File: config.mk
export PLATFORM = sky130hd
export DESIGN_NAME = alu_seq_core_flat
export DESIGN_NICKNAME = d
export VERILOG_FILES = /design/src/rtl/alu_seq_core_if.sv /design/src/rtl/alu_seq_core.sv /design/src/flat_wrapper.sv
export SDC_FILE = /design/constraint.sdc
export NUM_CORES = 1
export LEC_CHECK = 0
export BUFFER_PORTS_ARGS = -buffer_cell sky130_fd_sc_hd__buf_2
export CAP_MARGIN = 10
export CORE_ASPECT_RATIO = 0.75
export CORE_MARGIN = 1
export CORE_UTILIZATION = 55
export DETAILED_ROUTE_END_ITERATION = 8
export PLACE_DENSITY = 0.74
export SLEW_MARGIN = 10
export SYNTH_ARGS = -nofsm -noshare
export SYNTH_HDL_FRONTEND = slang
export SYNTH_SLANG_ARGS = --single-unit
File: constraint.sdc
create_clock -name clk -period 3.1 [get_ports clk]
set_clock_uncertainty 0.15 [all_clocks]
set_input_delay 0 -clock clk [delete_from_list [all_inputs] [get_ports clk]]
set_output_delay 0 -clock clk [all_outputs]
set_load 0.005 [all_outputs]
File: src/rtl/alu_seq_core_if.sv
// alu_seq_core_if: request/result bundle for the sequential ALU stage.
// The requester drives start/op/a/b. The ALU returns busy/done plus the
// registered result and flags that the Y register captures.
interface alu_seq_core_if #(
    parameter int WIDTH = 4
);
    logic             start;
    logic [2:0]       op;
    logic [WIDTH-1:0] a;
    logic [WIDTH-1:0] b;
    logic             busy;
    logic             done;
    logic [WIDTH-1:0] ALU;
    logic             carry;
    logic             zero;
    logic             ovf;

    modport master (
        output start, op, a, b,
        input  busy, done, ALU, carry, zero, ovf
    );

    modport slave (
        input  start, op, a, b,
        output busy, done, ALU, carry, zero, ovf
    );
endinterface

File: src/rtl/alu_seq_core.sv
// alu_seq_core: registered arithmetic/logic stage feeding the Y register.
// start/busy/done handshake. Single-cycle ops take one EXEC cycle.
// MUL is an iterative shift-add over WIDTH cycles.
// Optional feature macro: ALU_SEQ_OVF_EN enables signed-overflow detection
// on ADD/SUB. When it is not defined, ovf is tied to 0.
module alu_seq_core #(
    parameter int WIDTH = 4
) (
    input  logic               clk,
    input  logic               reset,
    alu_seq_core_if.slave      bus
);

    localparam int CW = (WIDTH > 2) ? $clog2(WIDTH) : 1;

    localparam logic [2:0] OP_ADD = 3'b000;
    localparam logic [2:0] OP_SUB = 3'b001;
    localparam logic [2:0] OP_AND = 3'b010;
    localparam logic [2:0] OP_OR  = 3'b011;
    localparam logic [2:0] OP_XOR = 3'b100;
    localparam logic [2:0] OP_NOT = 3'b101;
    localparam logic [2:0] OP_SHL = 3'b110;
    localparam logic [2:0] OP_MUL = 3'b111;

    typedef enum logic [1:0] {
        IDLE = 2'd0,
        EXEC = 2'd1,
        MUL  = 2'd2
    } state_t;

    state_t               state_r;
    logic [2:0]           op_r;
    logic [WIDTH-1:0]     a_r;
    logic [WIDTH-1:0]     b_r;        // operand B; also the multiplier, shifted right during MUL
    logic [2*WIDTH-1:0]   mcand_r;    // multiplicand, shifted left during MUL
    logic [2*WIDTH-1:0]   acc_r;      // product accumulator
    logic [CW-1:0]        cnt_r;      // MUL iteration 0..WIDTH-1
    logic                 busy_r;
    logic                 done_r;
    logic [WIDTH-1:0]     alu_r;
    logic                 carry_r;
    logic                 zero_r;

    logic [WIDTH:0]       sum_s;
    logic [WIDTH:0]       diff_s;
    logic [WIDTH-1:0]     exec_res_s;
    logic                 exec_carry_s;
    logic [2*WIDTH-1:0]   acc_next_s;
    logic                 mul_last_s;

`ifdef ALU_SEQ_OVF_EN
    logic                 ovf_r;
    logic                 exec_ovf_s;
`endif

    // Single-cycle op result: sum/difference carry into the extra MSB.
    always_comb begin
        sum_s        = {1'b0, a_r} + {1'b0, b_r};
        diff_s       = {1'b0, a_r} - {1'b0, b_r};
        exec_res_s   = {WIDTH{1'b0}};
        exec_carry_s = 1'b0;
        case (op_r)
            OP_ADD: begin
                exec_res_s   = sum_s[WIDTH-1:0];
                exec_carry_s = sum_s[WIDTH];
            end
            OP_SUB: begin
                exec_res_s   = diff_s[WIDTH-1:0];
                exec_carry_s = diff_s[WIDTH];
            end
            OP_AND: begin
                exec_res_s   = a_r & b_r;
                exec_carry_s = 1'b0;
            end
            OP_OR: begin
                exec_res_s   = a_r | b_r;
                exec_carry_s = 1'b0;
            end
            OP_XOR: begin
                exec_res_s   = a_r ^ b_r;
                exec_carry_s = 1'b0;
            end
            OP_NOT: begin
                exec_res_s   = ~a_r;
                exec_carry_s = 1'b0;
            end
            OP_SHL: begin
                exec_res_s   = {a_r[WIDTH-2:0], 1'b0};
                exec_carry_s = a_r[WIDTH-1];
            end
            default: begin
                // MUL never reaches EXEC; it finishes from the MUL state.
                exec_res_s   = {WIDTH{1'b0}};
                exec_carry_s = 1'b0;
            end
        endcase
    end

`ifdef ALU_SEQ_OVF_EN
    // Signed overflow: ADD with like signs, or SUB with unlike signs, flips the sign of A.
    always_comb begin
        exec_ovf_s = 1'b0;
        if (op_r == OP_ADD) begin
            exec_ovf_s = (a_r[WIDTH-1] == b_r[WIDTH-1]) &&
                         (sum_s[WIDTH-1] != a_r[WIDTH-1]);
        end else if (op_r == OP_SUB) begin
            exec_ovf_s = (a_r[WIDTH-1] != b_r[WIDTH-1]) &&
                         (diff_s[WIDTH-1] != a_r[WIDTH-1]);
        end else begin
            exec_ovf_s = 1'b0;
        end
    end
`endif

    // One shift-add step: add the multiplicand when the multiplier LSB is set.
    always_comb begin
        if (b_r[0]) begin
            acc_next_s = acc_r + mcand_r;
        end else begin
            acc_next_s = acc_r;
        end
        mul_last_s = (cnt_r == CW'(WIDTH - 1));
    end

    // Control FSM with operand latching and registered result/flag outputs.
    always_ff @(posedge clk or posedge reset) begin
        if (reset) begin
            state_r <= IDLE;
            op_r    <= 3'b000;
            a_r     <= {WIDTH{1'b0}};
            b_r     <= {WIDTH{1'b0}};
            mcand_r <= {(2*WIDTH){1'b0}};
            acc_r   <= {(2*WIDTH){1'b0}};
            cnt_r   <= {CW{1'b0}};
            busy_r  <= 1'b0;
            done_r  <= 1'b0;
            alu_r   <= {WIDTH{1'b0}};
            carry_r <= 1'b0;
            zero_r  <= 1'b1;
`ifdef ALU_SEQ_OVF_EN
            ovf_r   <= 1'b0;
`endif
        end else begin
            done_r <= 1'b0;
            case (state_r)
                IDLE: begin
                    if (bus.start) begin
                        op_r    <= bus.op;
                        a_r     <= bus.a;
                        b_r     <= bus.b;
                        mcand_r <= {{WIDTH{1'b0}}, bus.a};
                        acc_r   <= {(2*WIDTH){1'b0}};
                        cnt_r   <= {CW{1'b0}};
                        busy_r  <= 1'b1;
                        state_r <= (bus.op == OP_MUL) ? MUL : EXEC;
                    end
                end
                EXEC: begin
                    alu_r   <= exec_res_s;
                    carry_r <= exec_carry_s;
                    zero_r  <= (exec_res_s == {WIDTH{1'b0}});
`ifdef ALU_SEQ_OVF_EN
                    ovf_r   <= exec_ovf_s;
`endif
                    done_r  <= 1'b1;
                    busy_r  <= 1'b0;
                    state_r <= IDLE;
                end
                MUL: begin
                    acc_r   <= acc_next_s;
                    mcand_r <= {mcand_r[2*WIDTH-2:0], 1'b0};
                    b_r     <= {1'b0, b_r[WIDTH-1:1]};
                    if (mul_last_s) begin
                        // Any bit above the low half of the product means it did not fit.
                        alu_r   <= acc_next_s[WIDTH-1:0];
                        carry_r <= |acc_next_s[2*WIDTH-1:WIDTH];
                        zero_r  <= (acc_next_s[WIDTH-1:0] == {WIDTH{1'b0}});
`ifdef ALU_SEQ_OVF_EN
                        ovf_r   <= 1'b0;
`endif
                        done_r  <= 1'b1;
                        busy_r  <= 1'b0;
                        state_r <= IDLE;
                    end else begin
                        cnt_r   <= cnt_r + CW'(1);
                    end
                end
                default: begin
                    busy_r  <= 1'b0;
                    state_r <= IDLE;
                end
            endcase
        end
    end

    assign bus.busy  = busy_r;
    assign bus.done  = done_r;
    assign bus.ALU   = alu_r;
    assign bus.carry = carry_r;
    assign bus.zero  = zero_r;
`ifdef ALU_SEQ_OVF_EN
    assign bus.ovf   = ovf_r;
`else
    assign bus.ovf   = 1'b0;
`endif

endmodule

File: src/flat_wrapper.sv
// flat-port wrapper written by rule: the top's interface ports become plain ports
module alu_seq_core_flat 
#(
    parameter int WIDTH = 4
)
  (clk, reset, bus_start, bus_op, bus_a, bus_b, bus_busy, bus_done, bus_ALU, bus_carry, bus_zero, bus_ovf);
  alu_seq_core_if #(.WIDTH(WIDTH)) bus_i ();
  input  logic clk;
  input  logic reset;
  input wire logic [$bits(bus_i.start)-1:0] bus_start;
  input wire logic [$bits(bus_i.op)-1:0] bus_op;
  input wire logic [$bits(bus_i.a)-1:0] bus_a;
  input wire logic [$bits(bus_i.b)-1:0] bus_b;
  output wire logic [$bits(bus_i.busy)-1:0] bus_busy;
  output wire logic [$bits(bus_i.done)-1:0] bus_done;
  output wire logic [$bits(bus_i.ALU)-1:0] bus_ALU;
  output wire logic [$bits(bus_i.carry)-1:0] bus_carry;
  output wire logic [$bits(bus_i.zero)-1:0] bus_zero;
  output wire logic [$bits(bus_i.ovf)-1:0] bus_ovf;
  assign bus_i.start = bus_start;
  assign bus_i.op = bus_op;
  assign bus_i.a = bus_a;
  assign bus_i.b = bus_b;
  assign bus_busy = bus_i.busy;
  assign bus_done = bus_i.done;
  assign bus_ALU = bus_i.ALU;
  assign bus_carry = bus_i.carry;
  assign bus_zero = bus_i.zero;
  assign bus_ovf = bus_i.ovf;
  alu_seq_core #(.WIDTH(WIDTH)) u_core (.clk(clk), .reset(reset), .bus(bus_i));
endmodule
Word-level counts from Yosys, hierarchy flattened
Index checks and enable logic that the tools add are counted.
Storage, ports and cells
  bits in registers: 39
  output and inout bits: 9
  word-level logic and storage cells: 72
Operators by class
  add/subtract/negate cells: 4
  eq/ne operators: 13
  muxes and demuxes: 27
  bitwise operators: 4
  reductions and logical operators: 12
Operators by type and width (count)
  $pmux 8 s2: 2
  $pmux 4 s7: 1
  $mux 8: 3
  $pmux 4 s2: 2
  $eq 3x3->1 const B: 4
  $mux 2: 5
  $add 8x8->8: 1
  $logic_not 4->1: 2
  $mux 4: 2
  $pmux 1 s2: 4
  $pmux 2 s2: 2
  $reduce_and 2->1: 4
  $eq 3x2->1 const B: 2
  $add 4x4->5: 1
  $mux 1: 5
  $sub 4x4->5: 1
  $and 4x4->4: 1
  $eq 2x2->1 const B: 2
  $ne 2x2->1 const B: 2
  $not 4->4: 1
  $or 4x4->4: 1
  $reduce_bool 2->1: 2
  $reduce_or 4->1: 1
  $xor 4x4->4: 1
  other kinds (8): 8

Logic depth before layout (Yosys ltp)
Gate-level depths: netlist of run 1.
  word-level depth: 5
  mapped depth: 10
  mapped depth without buffers: 10

Worst setup path before layout of run 1
OpenSTA, ideal clock, no wires.
  path type: flip-flop to flip-flop
  from: register u_core.acc_r[0]
  to: register u_core.carry_r, in the netlist u_core.bus.carry
  setup time: 120 ps
  arrival time: 2318 ps
  data required time: 2830 ps
  setup slack: 513 ps
  stages on the path, launching flop included: 10
  cell sequence: dfrtp_1 ha_1 inv_1 fa_1 nand2b_1 and3_4 nor4b_4 nand4bb_1 or4b_1 a31o_1
On the way
  cells in the longest elaborated chain, start to end: 5
RTL lines
  start: declaration: RTL line alu_seq_core.sv:36  | logic [2*WIDTH-1:0] acc_r;
  start signal: assignment: RTL line alu_seq_core.sv:133  | acc_r <= {(2*WIDTH){1'b0}};
  start signal: assignment: RTL line alu_seq_core.sv:152  | acc_r <= {(2*WIDTH){1'b0}};
  start signal: assignment: RTL line alu_seq_core.sv:170  | acc_r <= acc_next_s;
  $add 8x8->8: RTL line alu_seq_core.sv:118  | acc_next_s = acc_r + mcand_r;
  $mux 8: RTL line alu_seq_core.sv:117  | if (b_r[0]) begin
  $reduce_or 4->1: RTL line alu_seq_core.sv:176  | carry_r <= |acc_next_s[2*WIDTH-1:WIDTH];
  $mux 1: RTL line alu_seq_core.sv:173  | if (mul_last_s) begin
  $pmux 1 s2: RTL line alu_seq_core.sv:145  | case (state_r)
  end signal: assignment: RTL line alu_seq_core.sv:160  | carry_r <= exec_carry_s;
  end signal: assignment: RTL line alu_seq_core.sv:176
  end: declaration: RTL line alu_seq_core.sv:41  | logic carry_r;
Every way passes these cells. The select of a mux whose other input is x is not followed.
A chain may end at the register's enable or synchronous reset.

Worst setup path after layout of run 1
Same ends and word-level chain as after synthesis.

==> results of run 1 <==
==> logic make-up after synthesis <==
kind of cell               Yosys count  share of synthesized area, %
AOI/OAI and AO/OA                   93                          20.2
muxes                               25                          9.01
other                                1                         0.129
adders and majority gates           26                          12.0
and+or+nand+nor                     88                          16.6
buffers and inverters               45                          6.81
xor gates and xnor gates             5                          1.51
DFF                                 39                          33.7
==> power breakdown <==
part | leakage (nW) | switching (mW) | internal [mW]
registers | 0.499 | 0.187 | 0.645
clock network | 0.0644 | 0.192 | 0.321
logic | 0.914 | 0.629 | 0.509
total | 1.48 | 1.01 | 1.48
==> path summary, 6_finish.rpt <==
kind	to	slack, ns	depth (start not counted)
setup / recovery	u_core.bus.carry	0.27	9
min in group asynchronous	u_core.op_r[1]	0.24	4
max in group asynchronous	u_core.bus.zero	2.20	4
setup reg to reg	u_core.bus.carry	0.27	9
hold reg to reg	u_core.bus.ALU[1]	0.34	1
hold / removal	u_core.mcand_r[0]	0.03	4
==> metrics by stage <==
step / cells / area [um^2] / utilization (%)
after floorplan: 322 / 2900 / -
after global placement: 401 / 3030 / 60.9
after detailed placement: 401 / 3030 / 60.9
after CTS: 421 / 3290 / 66.0
after global routing: 421 / 3290 / 66.0
final: 421 / 3290 / 66.0
==> synth_stat cells, types with 2 or more instances <==
master / instances
o21ai_0: 31
and3_1: 3
fa_1: 3
buf_1: 2
a22o_1: 5
mux2i_1: 16
xnor2_1: 2
nand2b_1: 7
o31ai_1: 2
nor2b_1: 7
nand3_1: 3
nand2_1: 34
nand4bb_1: 2
and2_1: 2
o21bai_1: 3
o22ai_1: 4
o211ai_1: 3
nor3_1: 2
a31oi_1: 4
a211oi_1: 4
dfrtp_1: 38
clkbuf_1: 11
nand3b_1: 3
a21oi_1: 19
inv_1: 26
ha_1: 23
mux2_2: 9
nor2_1: 13
a22oi_1: 5
nand4_1: 2
xor2_1: 3
==> routing by layer <==
layer	track usage [%]	vias up	routed length [um]
li1	-	1189	-
met1	41.2	1133	3410
met2	39.9	53	2740
met3	4.33	8	319
met4	6.67	0	63
met5	0	-	0
==> cell type report <==
| cell class | count | area, um^2 |
|---|---|---|
| clock buffer | 5 | 68.8 |
| clock inverter | 3 | 67.6 |
| fill | 404 | 1690 |
| inverter | 26 | 97.6 |
| multi-input combinational | 238 | 1730 |
| sequential | 39 | 977 |
| tap | 72 | 90.1 |
| timing repair buffer | 38 | 263 |
==> critical path: cells and delay by family (launching register included) <==
family	cells	cell delay [ns]
buf+inv	1	0.06
compound gates	1	0.22
flops	1	0.40
simple gates	5	1.31
fa+ha+maj	2	0.60
==> flip-flops by register name (all words and copies together), names as in the netlist <==
name	count
u_core.bus.busy	1
u_core.bus.done	1
u_core.a_r	4
u_core.cnt_r	2
u_core.mcand_r	8
u_core.bus.zero	1
u_core.bus.carry	1
u_core.b_r	4
u_core.acc_r	8
u_core.state_r	2
u_core.op_r	3
u_core.bus.ALU	4
==> flow_metrics.py, run 1 <==
metrics = {
    "status": {
        "status": "completed",
    },
    "die": {
        "core-area_um2": 4980,
        "num_io_pins": 23,
        "die_w_um": 85.9,
        "die_height_um": 64.9,
        "rows": 22,
        "start_util_pct": 58.2,
        "dieArea_um2": 5570,
    },
    "clock_network": {
        "clkSlewWorstSetupHoldPaths_ns": 0.08,
        "cts_max_level": 2,
        "cts_root_buf": "clkbuf_8",
        "cts_sinks": 39,
        "postCtsSetupBuffers": 0,
        "cts_hold_buffers": 12,
        "postCtsResizedCells": 0,
        "cts_buffers": 5,
        "cts_tree": "built",
        "clock_latency_ns": 0.30,
        "ctsLongestPathBuffers": 2,
    },
    "timing": {
        "setup_tns_ns": 0,
        "worst_pin_slew_ns": 0.646,
        "hold_violations": 0,
        "rsz0062_at_grt": "false",
        "max_freq_mhz": 353,
        "relSlewSlack_pct": 57.0,
        "holdWs_ns": 0.0313,
        "fin_crit_ns": 2.83,
        "maxSlewViolCount": 0,
        "setup_viol": 0,
        "layout_setup_ws_ns": 0.268,
        "finalCritPeriodShare_pct": 91.4,
    },
    "layout": {
        "layout.nets": 388,
        "syn_to_final_growth_pct": 13.4,
        "layout_commonest_cell": "dfrtp_1",
        "final_cell_mix": "dfrtp_1 (38), nand2_1 (34), o21ai_0 (30), inv_1 (26), ha_1 (23)",
        "n_antenna_cell": 0,
        "drive_gt1_share_pct": 14.3,
    },
    "critical_path": {
        "startpoint_type": "register",
        "max_stage_delay_ns": 0.50,
        "cp_cell_sequence": "ha_1 -> inv_1 -> fa_1 -> nand2b_1 -> and3_4 -> nor4b_4 -> nand4bb_1 -> or4b_1 -> a31o_1",
        "r2r_start": "u_core.acc_r[0]",
        "end_kind": "register",
        "critical_path_class": "reg2reg",
        "arrival_ns": 2.88,
        "cp_data_required_time_ns": 3.14,
        "critical_path.max_fanout": 3,
        "critical-path-slowest-cell": "or4b_1",
        "crit_start": "u_core.acc_r[0]",
    },
    "logic_synthesis": {
        "synth_cell_types": 62,
        "yosysTopAreaCellShare_pct": 32.8,
        "syn-num-nets": 362,
        "synth_largest_area_cell": "dfrtp_1",
        "synth_ff_type": "dfrtp_1",
        "ys_ff_latch": 39,
        "syn_inst": 322,
        "postSynthAreaPerCell_um2": 9.01,
        "synth.top_cells.by_area": "dfrtp_1 (33%), ha_1 (9.9%), mux2i_1 (5.5%)",
        "syn-cell-area_um2": 2900,
        "synth-edff-count": 0,
        "postSynth.asyncResetShare_pct": 100,
        "seq_area_frac_synth_pct": 33.7,
        "ys_warn_count": 0,
    },
    "route": {
        "vias": 2383,
        "ant_nets": 0,
        "drt_iter0_drc": 196,
        "drt-wirelength-per-cell_um": 15.5,
        "firstDrtPassIters": 4,
        "drc": 0,
        "drt_wl_total_mm": 6.54,
        "routed_via_density": 5.66,
    },
    "grt": {
        "grt_pass1_vias": 2349,
        "antenna_found_initial": 0,
        "grt_usage_pct": 27.1,
        "grt_max_degree": 40,
        "grt_overflow_total": 0,
        "grt_pass1_wl_mm": 11.6,
    },
    "placed_design": {
        "place.gp.congestion": 0.856,
        "io_buffer_count": 21,
        "post-dp-hpwl_mm": 4.69,
        "preCtsSetupSlack_ns": 0.301,
    },
    "run": {
        "cap_violations": 0,
    },
    "power_and_ir_drop": {
        "p_total_mw": 2.48,
        "vdd_drop_max_v": 0.000448,
        "p_per_area_nw_per_um2": 755,
        "p_leak_nw": 1.48,
    },
    "min_path": {
        "timing.hold.worst.class": "in2reg",
        "min_from": "bus_start",
    },
}
No activity file was read; power rests on OpenSTA's default activity.
==> inputs of run 2 (changes only) <==
--- a/config.mk
+++ b/config.mk
@@ -5,6 +5,7 @@
 export SDC_FILE = /design/constraint.sdc
 export NUM_CORES = 1
 export LEC_CHECK = 0
+export ABC_AREA = 1
 export BUFFER_PORTS_ARGS = -buffer_cell sky130_fd_sc_hd__buf_2
 export CAP_MARGIN = 10
 export CORE_ASPECT_RATIO = 0.75
==> flow_metrics.py, run 2 <==
metrics = {
    "logic_synthesis": {
        "postSynthAreaPerCell_um2": 7.19,
        "synth.top_cells.by_area": "dfrtp_1 (35%), nand2_1 (15%), ha_1 (11%)",
        "ys_ff_latch": 39,
        "synth-simple-area-share_pct": 26.1,
        "seq_area_frac_synth_pct": 35.9,
        "synth.mux.area_fraction_pct": 0.367,
        "synth_compound_area_share_pct": 12.8,
        "yosys.area_share.adder_pct": 12.8,
        "synth_largest_area_cell": "dfrtp_1",
        "syn-cell-area_um2": 2730,
        "yosysMostFrequentCell": "nand2_1",
        "synth_xor_area_share_pct": 0.964,
        "syn-num-nets": 419,
        "synth_common_cells": "nand2_1 (107), inv_1 (64), dfrtp_1 (38)",
        "synth_ff_type": "dfrtp_1",
        "yosysTopAreaCellShare_pct": 34.9,
        "postSynth.asyncResetShare_pct": 100,
        "ys_warn_count": 0,
        "syn_inst": 379,
        "synth_top_family_by_area": "simple AND/OR/NAND/NOR gates",
        "synth-edff-count": 0,
        "synth_cell_types": 34,
    },
    "placed_design": {
        "io_buffer_count": 21,
        "post-dp-hpwl_mm": 4.97,
        "place_area_um2": 2880,
        "place.gp.congestion": 0.948,
    },
    "clock_network": {
        "clkSlewWorstSetupHoldPaths_ns": 0.08,
        "cts_sinks": 39,
        "cts_max_level": 2,
        "postCtsResizedCells": 0,
        "postCtsSetupBuffers": 0,
        "cts_hold_buffers": 13,
        "ctsLongestPathBuffers": 2,
        "cts_root_buf": "clkbuf_8",
        "cts_buffers": 5,
        "clock_latency_ns": 0.30,
        "cts_tree": "built",
    },
    "critical_path": {
        "crit_start": "u_core.state_r[0]",
        "critical_path_class": "reg2reg",
        "r2r_start": "u_core.state_r[0]",
        "startpoint_type": "register",
        "r2r_end": "u_core.cnt_r[0]",
        "cp-endpoint": "u_core.cnt_r[0]",
        "reg2regPathDepth": 7,
        "critical_path.max_fanout": 22,
        "rrSetupSlack_ns": 0.71,
        "cp_data_required_time_ns": 3.13,
        "end_kind": "register",
        "arrival_ns": 2.42,
    },
    "layout": {
        "layout_commonest_cell": "nand2_1",
        "n_antenna_cell": 0,
        "final_area_um2": 3120,
        "layout.nets": 454,
        "drive_gt1_share_pct": 10.4,
        "final_cell_mix": "nand2_1 (107), inv_1 (64), dfrtp_1 (38), o21ai_0 (30), nor2_1 (26)",
        "reg_top3": "u_core.acc_r x8, u_core.mcand_r x8",
        "syn_to_final_growth_pct": 14.6,
    },
    "grt": {
        "grt_pass1_vias": 2327,
        "grt_use_met3_pct": 5.55,
        "grt_max_degree": 24,
        "grtUsageMet1_pct": 40.5,
        "grt.busiest_layer": "met1",
        "grt_overflow_total": 0,
        "grt_usage_pct": 26.9,
        "grtUsageMet2_pct": 39.0,
        "grt_pass1_wl_mm": 11.1,
        "antenna_found_initial": 0,
    },
    "die": {
        "core-area_um2": 4600,
        "dieArea_um2": 5240,
        "rows": 21,
        "num_io_pins": 23,
        "start_util_pct": 59.3,
        "die_w_um": 83.3,
        "die_height_um": 63.0,
    },
    "run": {
        "cap_violations": 0,
    },
    "power_and_ir_drop": {
        "p_per_area_nw_per_um2": 730,
        "vdd_drop_max_v": 0.000443,
        "p_total_mw": 2.28,
        "p_leak_nw": 1.68,
    },
    "timing": {
        "setup_viol": 0,
        "setup_tns_ns": 0,
        "hold_violations": 0,
        "finalCritPeriodShare_pct": 77.0,
        "relSlewSlack_pct": 44.5,
        "fin_crit_ns": 2.39,
        "holdWs_ns": 0.251,
        "max_freq_mhz": 419,
        "rsz0062_at_grt": "false",
        "worst_pin_slew_ns": 0.832,
        "maxSlewViolCount": 0,
    },
    "status": {
        "status": "completed",
    },
    "route": {
        "ant_nets": 0,
        "drt-wirelength-per-cell_um": 13.6,
        "vias": 2493,
        "routed_via_density": 5.28,
        "drt_iter0_drc": 272,
        "drt_wl_total_mm": 6.42,
        "drc": 0,
        "firstDrtPassIters": 6,
    },
    "min_path": {
        "timing.hold.worst.class": "in2async",
    },
}
-- run 2: changes by cell type after synthesis, sizes merged, moves of 4 or more --
| cell | previous run | this run |
|---|---|---|
| mux2 | 9 | 0 |
| clkbuf | 13 | 3 |
| nand2b | 8 | 0 |
| nand2 | 34 | 107 |
| nor2 | 13 | 27 |
| a211oi | 5 | 0 |
| a21oi | 19 | 7 |
| nand3 | 3 | 25 |
| a22o | 5 | 1 |
| a22oi | 5 | 0 |
| inv | 26 | 68 |
| nor2b | 7 | 0 |
| mux2i | 16 | 1 |
-- run 2: critical path, stage by stage, from the launching register on --
cell	delay [ns]
dfrtp_1	0.39
inv_1	0.10
ha_1	0.18
inv_1	0.06
o21ai_2	0.62
inv_1	0.39
a21oi_1	0.27
mux2i_1	0.10
-- run 2: logic make-up after synthesis --
family / after synthesis
mux: 1
flops: 39
other cells: 1
compound gates: 60
xor+xnor: 3
simple gates: 172
fa+ha+maj: 26
buf+inv: 77
-- run 2: area by class of cell --
class                   instances  area, um^2
flip-flops and latches         39         977
repair buffers                 37         258
multi-input cells             263        1450
fillers                       388        1480
inverters                      68         255
clock inverters                 3        46.3
well taps                      57        71.3
clock buffers                   5        68.8
-- run 2: through the flow --
step	setup WS [ns]	cells	utilization (%)
2_1_floorplan	1.20	379	-
3_3_place_gp	0.842	451	62.6
3_5_place_dp	0.744	451	62.6
4_1_cts	0.710	472	67.9
5_1_grt	0.441	472	67.9
6_report	0.713	472	67.9
-- run 2: routing by layer --
layer  share of wire [%]  up-vias  wire length (um)
li1                    -     1270                 -
met4                0.81        0                52
met3                 6.8        8               434
met5                   0        -                 0
met1                  52     1130              3320
met2                  41       85              2620
-- run 2: worst min path at each step --
stage               slack (ns)     start               to
floorplan                -0.03  bus_a[2]    u_core.a_r[2]
global placement          0.05     reset  u_core.acc_r[7]
detailed placement        0.05     reset  u_core.acc_r[7]
CTS                       0.28     reset  u_core.acc_r[7]
global route              0.36     reset  u_core.acc_r[7]
finish                    0.25     reset  u_core.acc_r[7]
-- run 2: power breakdown --
| group | switching, mW | internal, mW | total, mW |
|---|---|---|---|
| Sequential | 0.121 | 0.643 | 0.764 |
| Clock | 0.198 | 0.243 | 0.440 |
| Combinational | 0.694 | 0.382 | 1.08 |
| Total | 1.01 | 1.27 | 2.28 |
==> inputs of run 3 (changes only) <==
==> constraint.sdc (replaced) <==
create_clock -name clk -period 2.25 [get_ports clk]
set_clock_uncertainty 0.15 [all_clocks]
set_input_delay 0 -clock clk [delete_from_list [all_inputs] [get_ports clk]]
set_output_delay 0 -clock clk [all_outputs]
set_load 0.005 [all_outputs]
==> flow_metrics.py, run 3 (synthesis gave the netlist of run 2 again) <==
metrics = {
    "status": {
        "status": "completed",
    },
    "power_and_ir_drop": {
        "internal_power_mw": 1.78,
        "combPwrFrac_pct": 48.5,
        "switchingPower_mw": 1.40,
        "clockPowerShare_pct": 18.8,
        "p_sw_share_pct": 44.0,
        "p_seq_share_pct": 32.7,
        "vdd_drop_max_v": 0.000671,
        "p_per_area_nw_per_um2": 1010,
        "p_leak_nw": 1.69,
        "p_total_mw": 3.18,
    },
    "die": {
        "rows": 21,
        "num_io_pins": 23,
        "dieArea_um2": 5240,
        "die_w_um": 83.3,
        "core-area_um2": 4600,
        "die_height_um": 63.0,
        "start_util_pct": 59.3,
    },
    "critical_path": {
        "arrival_ns": 2.19,
        "reg2regPathDepth": 13,
        "startpoint_type": "register",
        "critical_path_class": "reg2reg",
        "cp_data_required_time_ns": 2.34,
        "end_kind": "register",
        "critical_path.max_fanout": 5,
    },
    "timing": {
        "maxSlewViolCount": 0,
        "setup_viol": 0,
        "finalCritPeriodShare_pct": 93.5,
        "fin_crit_ns": 2.10,
        "hold_violations": 0,
        "setup_tns_ns": 0,
        "rsz0062_at_grt": "false",
        "layout_setup_ws_ns": 0.147,
        "max_freq_mhz": 475,
    },
    "placed_design": {
        "post-dp-hpwl_mm": 4.94,
        "preCtsSetupSlack_ns": 0.121,
        "place.gp.congestion": 1.04,
        "io_buffer_count": 21,
        "place_area_um2": 2900,
    },
    "clock_network": {
        "cts_root_buf": "clkbuf_8",
        "cts_buffers": 5,
        "cts_tree": "built",
        "cts_sinks": 39,
        "clock_latency_ns": 0.30,
        "cts_max_level": 2,
        "ctsLongestPathBuffers": 2,
        "clkSlewWorstSetupHoldPaths_ns": 0.08,
    },
    "route": {
        "routed_via_density": 5.45,
        "drc": 0,
        "vias": 2594,
        "drt-wirelength-per-cell_um": 13.7,
        "firstDrtPassIters": 6,
        "drt_iter0_drc": 216,
        "ant_nets": 0,
        "drt_wl_total_mm": 6.54,
    },
    "layout": {
        "seqCellArea_um2": 978,
        "reg_top3": "u_core.acc_r x8, u_core.mcand_r x8",
        "fillCellCount": 391,
        "final_cell_mix": "nand2_1 (107), inv_1 (63), dfrtp_1 (37), o21ai_0 (30), nor2_1 (26)",
        "layout_commonest_cell": "nand2_1",
        "final_area_um2": 3160,
        "drive_gt1_share_pct": 12.4,
        "syn_to_final_growth_pct": 16.0,
        "layout.nets": 458,
        "multi_input_area_um2": 1450,
        "n_antenna_cell": 0,
        "utilization_pct": 68.8,
    },
    "grt": {
        "grt_overflow_total": 0,
        "grt_pass1_wl_mm": 11.4,
        "grt_max_degree": 40,
        "grt_pass1_vias": 2423,
        "grt_usage_pct": 27.7,
        "antenna_found_initial": 0,
    },
    "run": {
        "cap_violations": 0,
    },
    "min_path": {
        "timing.hold.worst.class": "in2async",
    },
}
run 3: cell types whose count changed in the layout (fill, tap and decap cells not counted), sizes merged:
cell,delta
buf,+4
run 3: repair_timing:
action                     4_1_cts  5_1_grt
setup endpoints to repair        0        3
gates resized for setup          0        5
buffers inserted                 0        1
hold endpoints to repair        56        0
hold buffers                    13        0
run 3: layout make-up:
| class | count | share of cell area [%] |
|---|---|---|
| repair buffers | 41 | 9.10 |
| multi-input cells | 263 | 46.0 |
| well taps | 57 | 2.26 |
| flip-flops and latches | 39 | 30.9 |
| clock inverters | 3 | 1.46 |
| clock buffers | 5 | 2.18 |
| inverters | 68 | 8.07 |
run 3: worst max-delay path: stages, from the launching register on:
cell and delay, ns:
dfrtp_1 0.40, inv_2 0.11, ha_2 0.19, inv_1 0.05, fa_1 0.38, inv_1 0.07
nor2_1 0.05, o21ai_0 0.20, nand2_1 0.09, o2111ai_1 0.10, nand2_1 0.07, inv_1 0.06
nand2_1 0.05, nand2_1 0.05
run 3: stage by stage:
step	instances	hold slack [ns]
2_1_floorplan	379	-0.0290
3_3_place_gp	454	-0.0151
3_5_place_dp	454	0.00188
4_1_cts	475	0.220
5_1_grt	476	0.255
6_report	476	0.193
run 3: worst paths after layout:
path / slack (ns) / to / startpoint
worst max register to register: 0.15 / u_core.bus.carry / u_core.a_r[0]
worst min register to register: 0.33 / u_core.bus.ALU[3] / u_core.bus.ALU[3]
min in group clk: 0.33 / u_core.bus.ALU[3] / u_core.bus.ALU[3]
worst max-delay path: 0.15 / u_core.bus.carry / u_core.a_r[0]
worst min-delay path: 0.19 / u_core.mcand_r[6] / reset
max in group asynchronous: 1.39 / u_core.b_r[0] / reset
run 3: power groups by stage:
stage	clock network, mW	registers [mW]	logic [mW]
after global routing	0.642	1.07	1.76
after floorplan	0	1.01	1.07
after CTS	0.611	1.04	1.50
after global placement	0	1.04	1.46
final	0.599	1.04	1.54
after detailed placement	0	1.05	1.47
run 3: routing by layer:
layer | vias up | GRT usage (%) | routed length [um]
met3 | 7 | 5.15 | 559
met5 | - | 0 | 0
li1 | 1272 | - | -
met4 | 0 | 7.11 | 55
met1 | 1195 | 40.8 | 3170
met2 | 120 | 41.8 | 2760
